## config.mk

```make
export PLATFORM = sky130hd
export DESIGN_NAME = tdm_demux_flat
export DESIGN_NICKNAME = d
export VERILOG_FILES = /design/src/rtl/tdm_demux_if.sv /design/src/rtl/tdm_demux.sv /design/src/flat_wrapper.sv
export SDC_FILE = /design/constraint.sdc
export NUM_CORES = 1
export LEC_CHECK = 0
export ABC_CLOCK_PERIOD_IN_PS = 2240
export CAP_MARGIN = 40
export CORE_UTILIZATION = 42
export DETAILED_ROUTE_END_ITERATION = 12
export PLACE_DENSITY = 0.74
export SYNTH_ARGS = -nofsm -noshare
export SYNTH_HDL_FRONTEND = slang
export SYNTH_SLANG_ARGS = --single-unit
```

## constraint.sdc

```tcl
create_clock -name clk -period 2.24 [get_ports clk]
set_clock_uncertainty 0.15 [all_clocks]
set_input_delay 0.448 -clock clk [delete_from_list [all_inputs] [get_ports clk]]
set_output_delay 0.448 -clock clk [all_outputs]
set_load 0.005 [all_outputs]
```

## src/rtl/tdm_demux_if.sv

```systemverilog
// Stream port bundle for the TDM receive demultiplexer: serial input beats
// on one side, per-channel registers and alignment status on the other.
interface tdm_demux_if #(
  parameter int WIDTH = 8,
  parameter int SELW  = 2
);
  localparam int NCH = 2**SELW;

  logic [WIDTH-1:0]     in_data;
  logic                 in_valid;
  logic                 in_sof;
  logic [NCH*WIDTH-1:0] out_data;
  logic [NCH-1:0]       out_valid;
  logic                 frame_done;
  logic                 locked;
  logic                 sync_err;

  modport master (
    output in_data, in_valid, in_sof,
    input  out_data, out_valid, frame_done, locked, sync_err
  );

  modport slave (
    input  in_data, in_valid, in_sof,
    output out_data, out_valid, frame_done, locked, sync_err
  );
endinterface

```

## src/rtl/tdm_demux.sv

```systemverilog
// TDM receive demux: registers incoming beats, tracks slot alignment
// (HUNT/LOCKED) and steers each word into its channel holding register.
module tdm_demux_ch #(
  parameter int WIDTH = 8
) (
  input  logic             clk,
  input  logic             rst_n,
  input  logic             we,
  input  logic [WIDTH-1:0] d,
  output logic [WIDTH-1:0] q
);
  always_ff @(posedge clk or negedge rst_n) begin
    if (!rst_n)  q <= '0;
    else if (we) q <= d;
  end
endmodule

module tdm_demux #(
  parameter int WIDTH = 8,
  parameter int SELW  = 2
) (
  input logic         clk,
  input logic         rst_n,
  tdm_demux_if.slave  bus
);
  localparam int NCH = 2**SELW;
  localparam logic [SELW-1:0] LAST = SELW'(NCH-1);
  localparam logic [SELW-1:0] ONE  = SELW'(1);

  typedef enum logic {HUNT, LOCKED} state_t;

  state_t                          state, state_nxt;
  logic [SELW-1:0]                 cnt, cnt_nxt;
  logic                            s0_vld, s0_sof;
  logic [WIDTH-1:0]                s0_data;
  logic                            wr_en, err_nxt, fd_nxt;
  logic [SELW-1:0]                 wr_sel;
  logic [NCH-1:0]                  wr_oh;
  logic [NCH-1:0][WIDTH-1:0]       ch_q;
  logic [NCH-1:0]                  ov_q;
  logic                            fd_q, err_q, lck_q;

  // Input capture stage; the alignment FSM works on the registered beat.
  always_ff @(posedge clk or negedge rst_n) begin
    if (!rst_n) begin
      s0_vld  <= 1'b0;
      s0_sof  <= 1'b0;
      s0_data <= '0;
    end else begin
      s0_vld  <= bus.in_valid;
      s0_sof  <= bus.in_valid & bus.in_sof;
      s0_data <= bus.in_data;
    end
  end

  always_comb begin
    state_nxt = state;
    cnt_nxt   = cnt;
    wr_en     = 1'b0;
    err_nxt   = 1'b0;
    fd_nxt    = 1'b0;
    if (s0_vld) begin
      case (state)
        HUNT: if (s0_sof) begin
          wr_en     = 1'b1;
          cnt_nxt   = ONE;
          state_nxt = LOCKED;
        end
        LOCKED: begin
          if (s0_sof) begin
            // early sof abandons the partial frame but keeps lock
            wr_en   = 1'b1;
            cnt_nxt = ONE;
            err_nxt = (cnt != '0);
          end else if (cnt == '0) begin
            err_nxt   = 1'b1;
            cnt_nxt   = '0;
            state_nxt = HUNT;
          end else begin
            wr_en   = 1'b1;
            cnt_nxt = cnt + ONE;
            fd_nxt  = (cnt == LAST);
          end
        end
        default: state_nxt = HUNT;
      endcase
    end
  end

  assign wr_sel = s0_sof ? '0 : cnt;

  always_comb begin
    wr_oh = '0;
    if (wr_en) wr_oh[wr_sel] = 1'b1;
  end

  always_ff @(posedge clk or negedge rst_n) begin
    if (!rst_n) begin
      state <= HUNT;
      cnt   <= '0;
      ov_q  <= '0;
      fd_q  <= 1'b0;
      err_q <= 1'b0;
      lck_q <= 1'b0;
    end else begin
      state <= state_nxt;
      cnt   <= cnt_nxt;
      ov_q  <= wr_oh;
      fd_q  <= fd_nxt;
      err_q <= err_nxt;
      lck_q <= (state_nxt == LOCKED);
    end
  end

  for (genvar k = 0; k < NCH; k++) begin : g_ch
    tdm_demux_ch #(.WIDTH(WIDTH)) u_ch (
      .clk   (clk),
      .rst_n (rst_n),
      .we    (wr_oh[k]),
      .d     (s0_data),
      .q     (ch_q[k])
    );
  end

  assign bus.out_data   = ch_q;
  assign bus.out_valid  = ov_q;
  assign bus.frame_done = fd_q;
  assign bus.sync_err   = err_q;
  assign bus.locked     = lck_q;
endmodule

```

## src/flat_wrapper.sv

```systemverilog
// flat-port wrapper written by rule: the top's interface ports become plain ports
module tdm_demux_flat 
#(
  parameter int WIDTH = 8,
  parameter int SELW  = 2
)
  (clk, rst_n, bus_in_data, bus_in_valid, bus_in_sof, bus_out_data, bus_out_valid, bus_frame_done, bus_locked, bus_sync_err);
  tdm_demux_if #(.WIDTH(WIDTH), .SELW(SELW)) bus_i ();
  input logic clk;
  input logic rst_n;
  input wire logic [$bits(bus_i.in_data)-1:0] bus_in_data;
  input wire logic [$bits(bus_i.in_valid)-1:0] bus_in_valid;
  input wire logic [$bits(bus_i.in_sof)-1:0] bus_in_sof;
  output wire logic [$bits(bus_i.out_data)-1:0] bus_out_data;
  output wire logic [$bits(bus_i.out_valid)-1:0] bus_out_valid;
  output wire logic [$bits(bus_i.frame_done)-1:0] bus_frame_done;
  output wire logic [$bits(bus_i.locked)-1:0] bus_locked;
  output wire logic [$bits(bus_i.sync_err)-1:0] bus_sync_err;
  assign bus_i.in_data = bus_in_data;
  assign bus_i.in_valid = bus_in_valid;
  assign bus_i.in_sof = bus_in_sof;
  assign bus_out_data = bus_i.out_data;
  assign bus_out_valid = bus_i.out_valid;
  assign bus_frame_done = bus_i.frame_done;
  assign bus_locked = bus_i.locked;
  assign bus_sync_err = bus_i.sync_err;
  tdm_demux #(.WIDTH(WIDTH), .SELW(SELW)) u_core (.clk(clk), .rst_n(rst_n), .bus(bus_i));
endmodule
```

**Word-level counts from Yosys, hierarchy flattened**

Index checks and enable logic that the tools add are counted.

- Register bits after elaboration: 51
- Input bits: 12
- Output and inout port bits: 39
- Logic and storage cells: 44

- $add $sub $neg: 1
- Order comparisons: 2
- Equality and inequality tests: 2
- Multiplexer cells: 21
- Bitwise logic cells: 2
- Reductions and logical operators: 4

Operator list:

| operator | count |
|---|---|
| $mux W1 | 13 |
| $mux W2 | 4 |
| $mux W4 | 1 |
| $pmux W2 S2 | 1 |
| $lt A2 B3 Y1 const B | 1 |
| $add A2 B1 Y2 const B | 1 |
| $demux W1 S2 | 1 |
| $eq A2 B2 Y1 const B | 1 |
| $ge A2 B1 Y1 const B | 1 |
| $logic_not A2 Y1 | 1 |
| $ne A2 B1 Y1 const B | 1 |
| $pmux W1 S2 | 1 |
| $reduce_and A2 Y1 | 1 |
| $reduce_bool A2 Y1 | 1 |
| $and A1 B1 Y1 | 1 |
| $logic_and A1 B1 Y1 | 1 |
| $not A1 Y1 | 1 |

**Logic depth before layout (Yosys ltp)**

- Depth in word-level cells: 6
- Mapped depth: 6
- Gate-level depth less buffers: 6

**Cells and area by module**

Synthesis repeated with hierarchy kept, for this count alone.

- Cells, all modules: 118
- Area total of the unflattened synthesis: 2,052.0 µm²

By module, submodules not included:

| module | instances | cells an instance | area each (µm²) |
|---|---|---|---|
| tdm_demux_ch | 4 | 17 | 331.6 |
| tdm_demux | 1 | 50 | 725.7 |

**Worst setup path after synthesis**

Ideal clock, no wire load.

- Kind: register to register
- Start: register u_core.cnt[0]
- End: register u_core.g_ch[3].u_ch.q[0]
- Arrival: 1.805 ns
- Setup slack: 0.160 ns
- Stages on the path, launching flop included: 6
- Clock period less this slack: 2.080 ns
- Cell sequence: dfrtp_1 inv_1 ha_1 ha_1 nor4b_4 mux2_2

- Cells in the longest elaborated chain, start to end: 6
- Elaborated cells between the ends (all ways): 12
- Those cells by class: order compare: 2; mux: 8; reduce/logical: 2

Ends and longest elaborated chain:

| what | line | source |
|---|---|---|
| start: declaration | tdm_demux.sv:33 | `logic [SELW-1:0] cnt, cnt_nxt;` |
| start signal: assignment | tdm_demux.sv:107 | `cnt <= cnt_nxt;` |
| $mux W2 / $logic_not A2 Y1 (equally long branches) | tdm_demux.sv:90, tdm_demux.sv:75 |  |
| $lt A2 B3 Y1 (not written as such), or another cell as far along | tdm_demux.sv:94 | `if (wr_en) wr_oh[wr_sel] = 1'b1;` |
| $logic_and A1 B1 Y1 (not written as such) / $mux W1 (equally long branches) | tdm_demux.sv:94, tdm_demux.sv:70 |  |
| $mux W1 (not written as such) / $pmux W1 S2 (equally long branches) | tdm_demux.sv:94, tdm_demux.sv:63 |  |
| $demux W1 S2 / $mux W1 (equally long branches) | -- |  |
| $mux W4 * | tdm_demux.sv:94 |  |
| named net u_core.g_ch[3].u_ch.we | tdm_demux.sv:8 | `input logic we,` |
| end signal: assignment | tdm_demux.sv:13 | `if (!rst_n) q <= '0;` |
| end signal: assignment | tdm_demux.sv:14 | `else if (we) q <= d;` |
| end: declaration | tdm_demux.sv:10 | `output logic [WIDTH-1:0] q` |

Mark *: on every way through the listed nets, which the timed path passes. The rest lies on a longest branch.
A chain may end at the register's enable or synchronous reset.

**Worst setup path after layout**

- Start: register u_core.cnt[0]
- End: register u_core.g_ch[0].u_ch.q[6]

- Cells in the longest elaborated chain, start to end: 6
- Elaborated cells between the ends (all ways): 12
- Those cells by class: order compare: 2; mux: 8; reduce/logical: 2

Ends and longest elaborated chain:

| what | line |
|---|---|
| $mux W2 / $logic_not A2 Y1 (equally long branches) | tdm_demux.sv:90, tdm_demux.sv:75 |
| $lt A2 B3 Y1 (not written as such), or another cell as far along | tdm_demux.sv:94 |
| $logic_and A1 B1 Y1 (not written as such) / $mux W1 (equally long branches) | tdm_demux.sv:94, tdm_demux.sv:70 |
| $mux W1 (not written as such) / $pmux W1 S2 (equally long branches) | tdm_demux.sv:94, tdm_demux.sv:63 |
| $demux W1 S2 / $mux W1 (equally long branches) | -- |
| $mux W4 * | tdm_demux.sv:94 |
| end signal: assignment | tdm_demux.sv:13 |
| end signal: assignment | tdm_demux.sv:14 |
| end: declaration | tdm_demux.sv:10 |

Mark *: on every way between the ends. The rest lies on a longest branch, timed or not.

==> metrics <==
status completed; Clock transition at path regs 0.08 ns; CTS max path bufs 2; Vias per Instance roughly 5.0; diode count 0; Mapped Nets around 130; Vias 1133; Leak 1.17 nW; CP endpoint kind register; Clock Tree Root clkbuf_8; crit share post-route 93.2%; final hold slack 0.362 ns; count of different cell masters after synthesis 19; Area contributors post-synth dfrtp_1, mux2_2, ha_1; Die W 68.4 µm; final max-slew violation count 0; sequential-to-total area share from yosys stat 69.0%; Tmin final about 2.1 ns; per-cell routed wire length 15.2 µm; Crit Path Max Fanout 9; Yosys top cell area share 69.0%; Area growth syn-to-layout 39.5%; largest net degree at the start of global routing 52; DP Wirelength 2450 µm; I/O Buffers 50; Seq cells post-synth 51; routability congestion estimate from global placement 0.688; Rel. slew slack 59.1%; Cell Pwr Density 1290 nW/µm²; kind of critical path register to register; # rows 23; global-route wire length before repair 5770 µm; 1st-iter DRT viols 41; Fmax ~0.48 GHz; CP Launch Type register; Final Power 0.00333 W; Slew @ Worst Pin just over 0.6 ns; worst path required time around 2.3 ns; Max H-tree Level 2; max_cap viols 0; cts bufs inserted 5; Setup TNS 0 ns; Die Ht 68.4 µm; core area between 4000 and 5000 µm²; commonest non-fill, non-tap cells in the layout clkdlybuf4s50_1, dfrtp_1, mux2_2; DRT Pass-1 Iters 4; GRT Overall Usage 17.5%; layout cells sized above 1 28.2%; Starting Density between 40% and 50%; I/O Pins 51; Worst Path Arrival 2.12 ns; Mapped Area roughly 1900 µm²; initial antenna violation count 0; Hold WC Path Type register to register; vias in the first global route roughly 1200; GRT overflow 0; Post-Route WL 3450 µm; VDD IR max 0.000708 V; unrepaired setup endpoints after global routing no; total of warnings raised by yosys 0; clk_lat worst skew 0.29 ns; Residual DRC 0; Gate Count Post-Synth 113; Avg Inst Size Synth 16.4 µm²; Final Hold Viols 0; setup violators final 0; full die area 4680 µm²; CTS tree done; post-route design area 2580 µm²; Area after DPL 2470 µm²; final-stage net count slightly below 200; clock sinks 51; post-synth top area cell dfrtp_1; Post-DRT Antenna Nets 0
[timing repair]
| item | CTS | global route |
|---|---|---|
| setup buffers | 0 | 0 |
| endpoints found under the setup margin | 0 | 8 |
| resized for setup | 0 | 2 |
| hold buffers | 1 | 0 |
| hold endpoints to repair | 51 | 0 |
[final timing paths]
path                                          start                  endpoint  slack [ns]  depth (start not counted)
setup / recovery                      u_core.cnt[0]  u_core.g_ch[0].u_ch.q[6]        0.15                          6
hold / removal             u_core.g_ch[3].u_ch.q[2]  u_core.g_ch[3].u_ch.q[2]        0.36                          1
setup reg to reg                      u_core.cnt[0]  u_core.g_ch[0].u_ch.q[6]        0.15                          6
hold reg to reg            u_core.g_ch[3].u_ch.q[2]  u_core.g_ch[3].u_ch.q[2]        0.36                          1
max in group asynchronous                     rst_n             u_core.cnt[1]        1.17                          3
min in group asynchronous                     rst_n       u_core.bus.sync_err        0.52                          3
[synthesized netlist by cell type]
master    instances
and2_1            2
and3b_1           1
inv_1             6
a31oi_1           1
o21ai_0           1
mux2_2           32
nor4b_4           1
buf_4             1
nand4b_1          1
a22o_1            1
dfrtp_1          51
nor3b_1           1
nand3_1           1
ha_1              4
nor2_1            3
nand2_1           2
a21oi_1           2
o22ai_1           1
o211ai_2          1
[final cells by class]
| class | count | area (µm²) |
|---|---|---|
| Timing Repair Buffer | 58 | 571 |
| Inverter | 6 | 22.5 |
| Clock inverter | 1 | 30.0 |
| Clock buffer | 6 | 72.6 |
| Sequential cell | 51 | 1280 |
| Tap cell | 50 | 62.6 |
| Multi-Input combinational cell | 55 | 544 |
| Fill cell | 311 | 1530 |
[stage by stage]
step,utilization (%),worst slack (ns),instances
after floorplan,-,0.160,113
after global placement,59.9,0.206,219
after detailed placement,59.9,0.0990,219
after CTS,62.7,0.0825,227
after global routing,62.7,0.0297,227
final,62.7,0.153,227
[where the power goes]
| group | switching [W] | total [W] | internal [W] |
|---|---|---|---|
| combinational | 0.000392 | 0.00125 | 0.000861 |
| sequential | 0.000215 | 0.00148 | 0.00126 |
| clock | 0.000271 | 0.000598 | 0.000327 |
| total | 0.000878 | 0.00333 | 0.00245 |
[per-layer routing]
metal	track usage (%)	vias up	routed length, µm
met4	6.77	0	63
met5	0	-	0
met3	6.50	9	202
met2	26.3	37	1700
met1	23.0	566	1480
li1	-	521	-
[worst max-delay path, cell delays in order (launching register included)]
cell	delay (ns)
dfrtp_2	0.45
inv_1	0.17
ha_1	0.18
ha_1	0.28
nand2_1	0.10
o211ai_2	0.25
mux2_2	0.40
[logic make-up (layout without fill, tap and decap cells)]
family | after synthesis | in the layout | synth area share [%]
adders and majority gates | 4 | 4 | 2.70
and+or+nand+nor | 12 | 12 | 4.60
muxes | 32 | 32 | 19.5
AOI/OAI and AO/OA | 7 | 7 | 2.64
DFF | 51 | 51 | 69.0
buffers and inverters | 7 | 71 | 1.62
[sequential cells by signal, indices dropped and copies added, names as in the netlist]
signal,count
u_core.cnt,2
u_core.g_ch.u_ch.q,32
u_core.state,1
u_core.s0_sof,1
u_core.bus.sync_err,1
u_core.bus.frame_done,1
u_core.bus.out_valid,4
u_core.s0_data,8
u_core.s0_vld,1
Power figures use the tool's default switching activity.
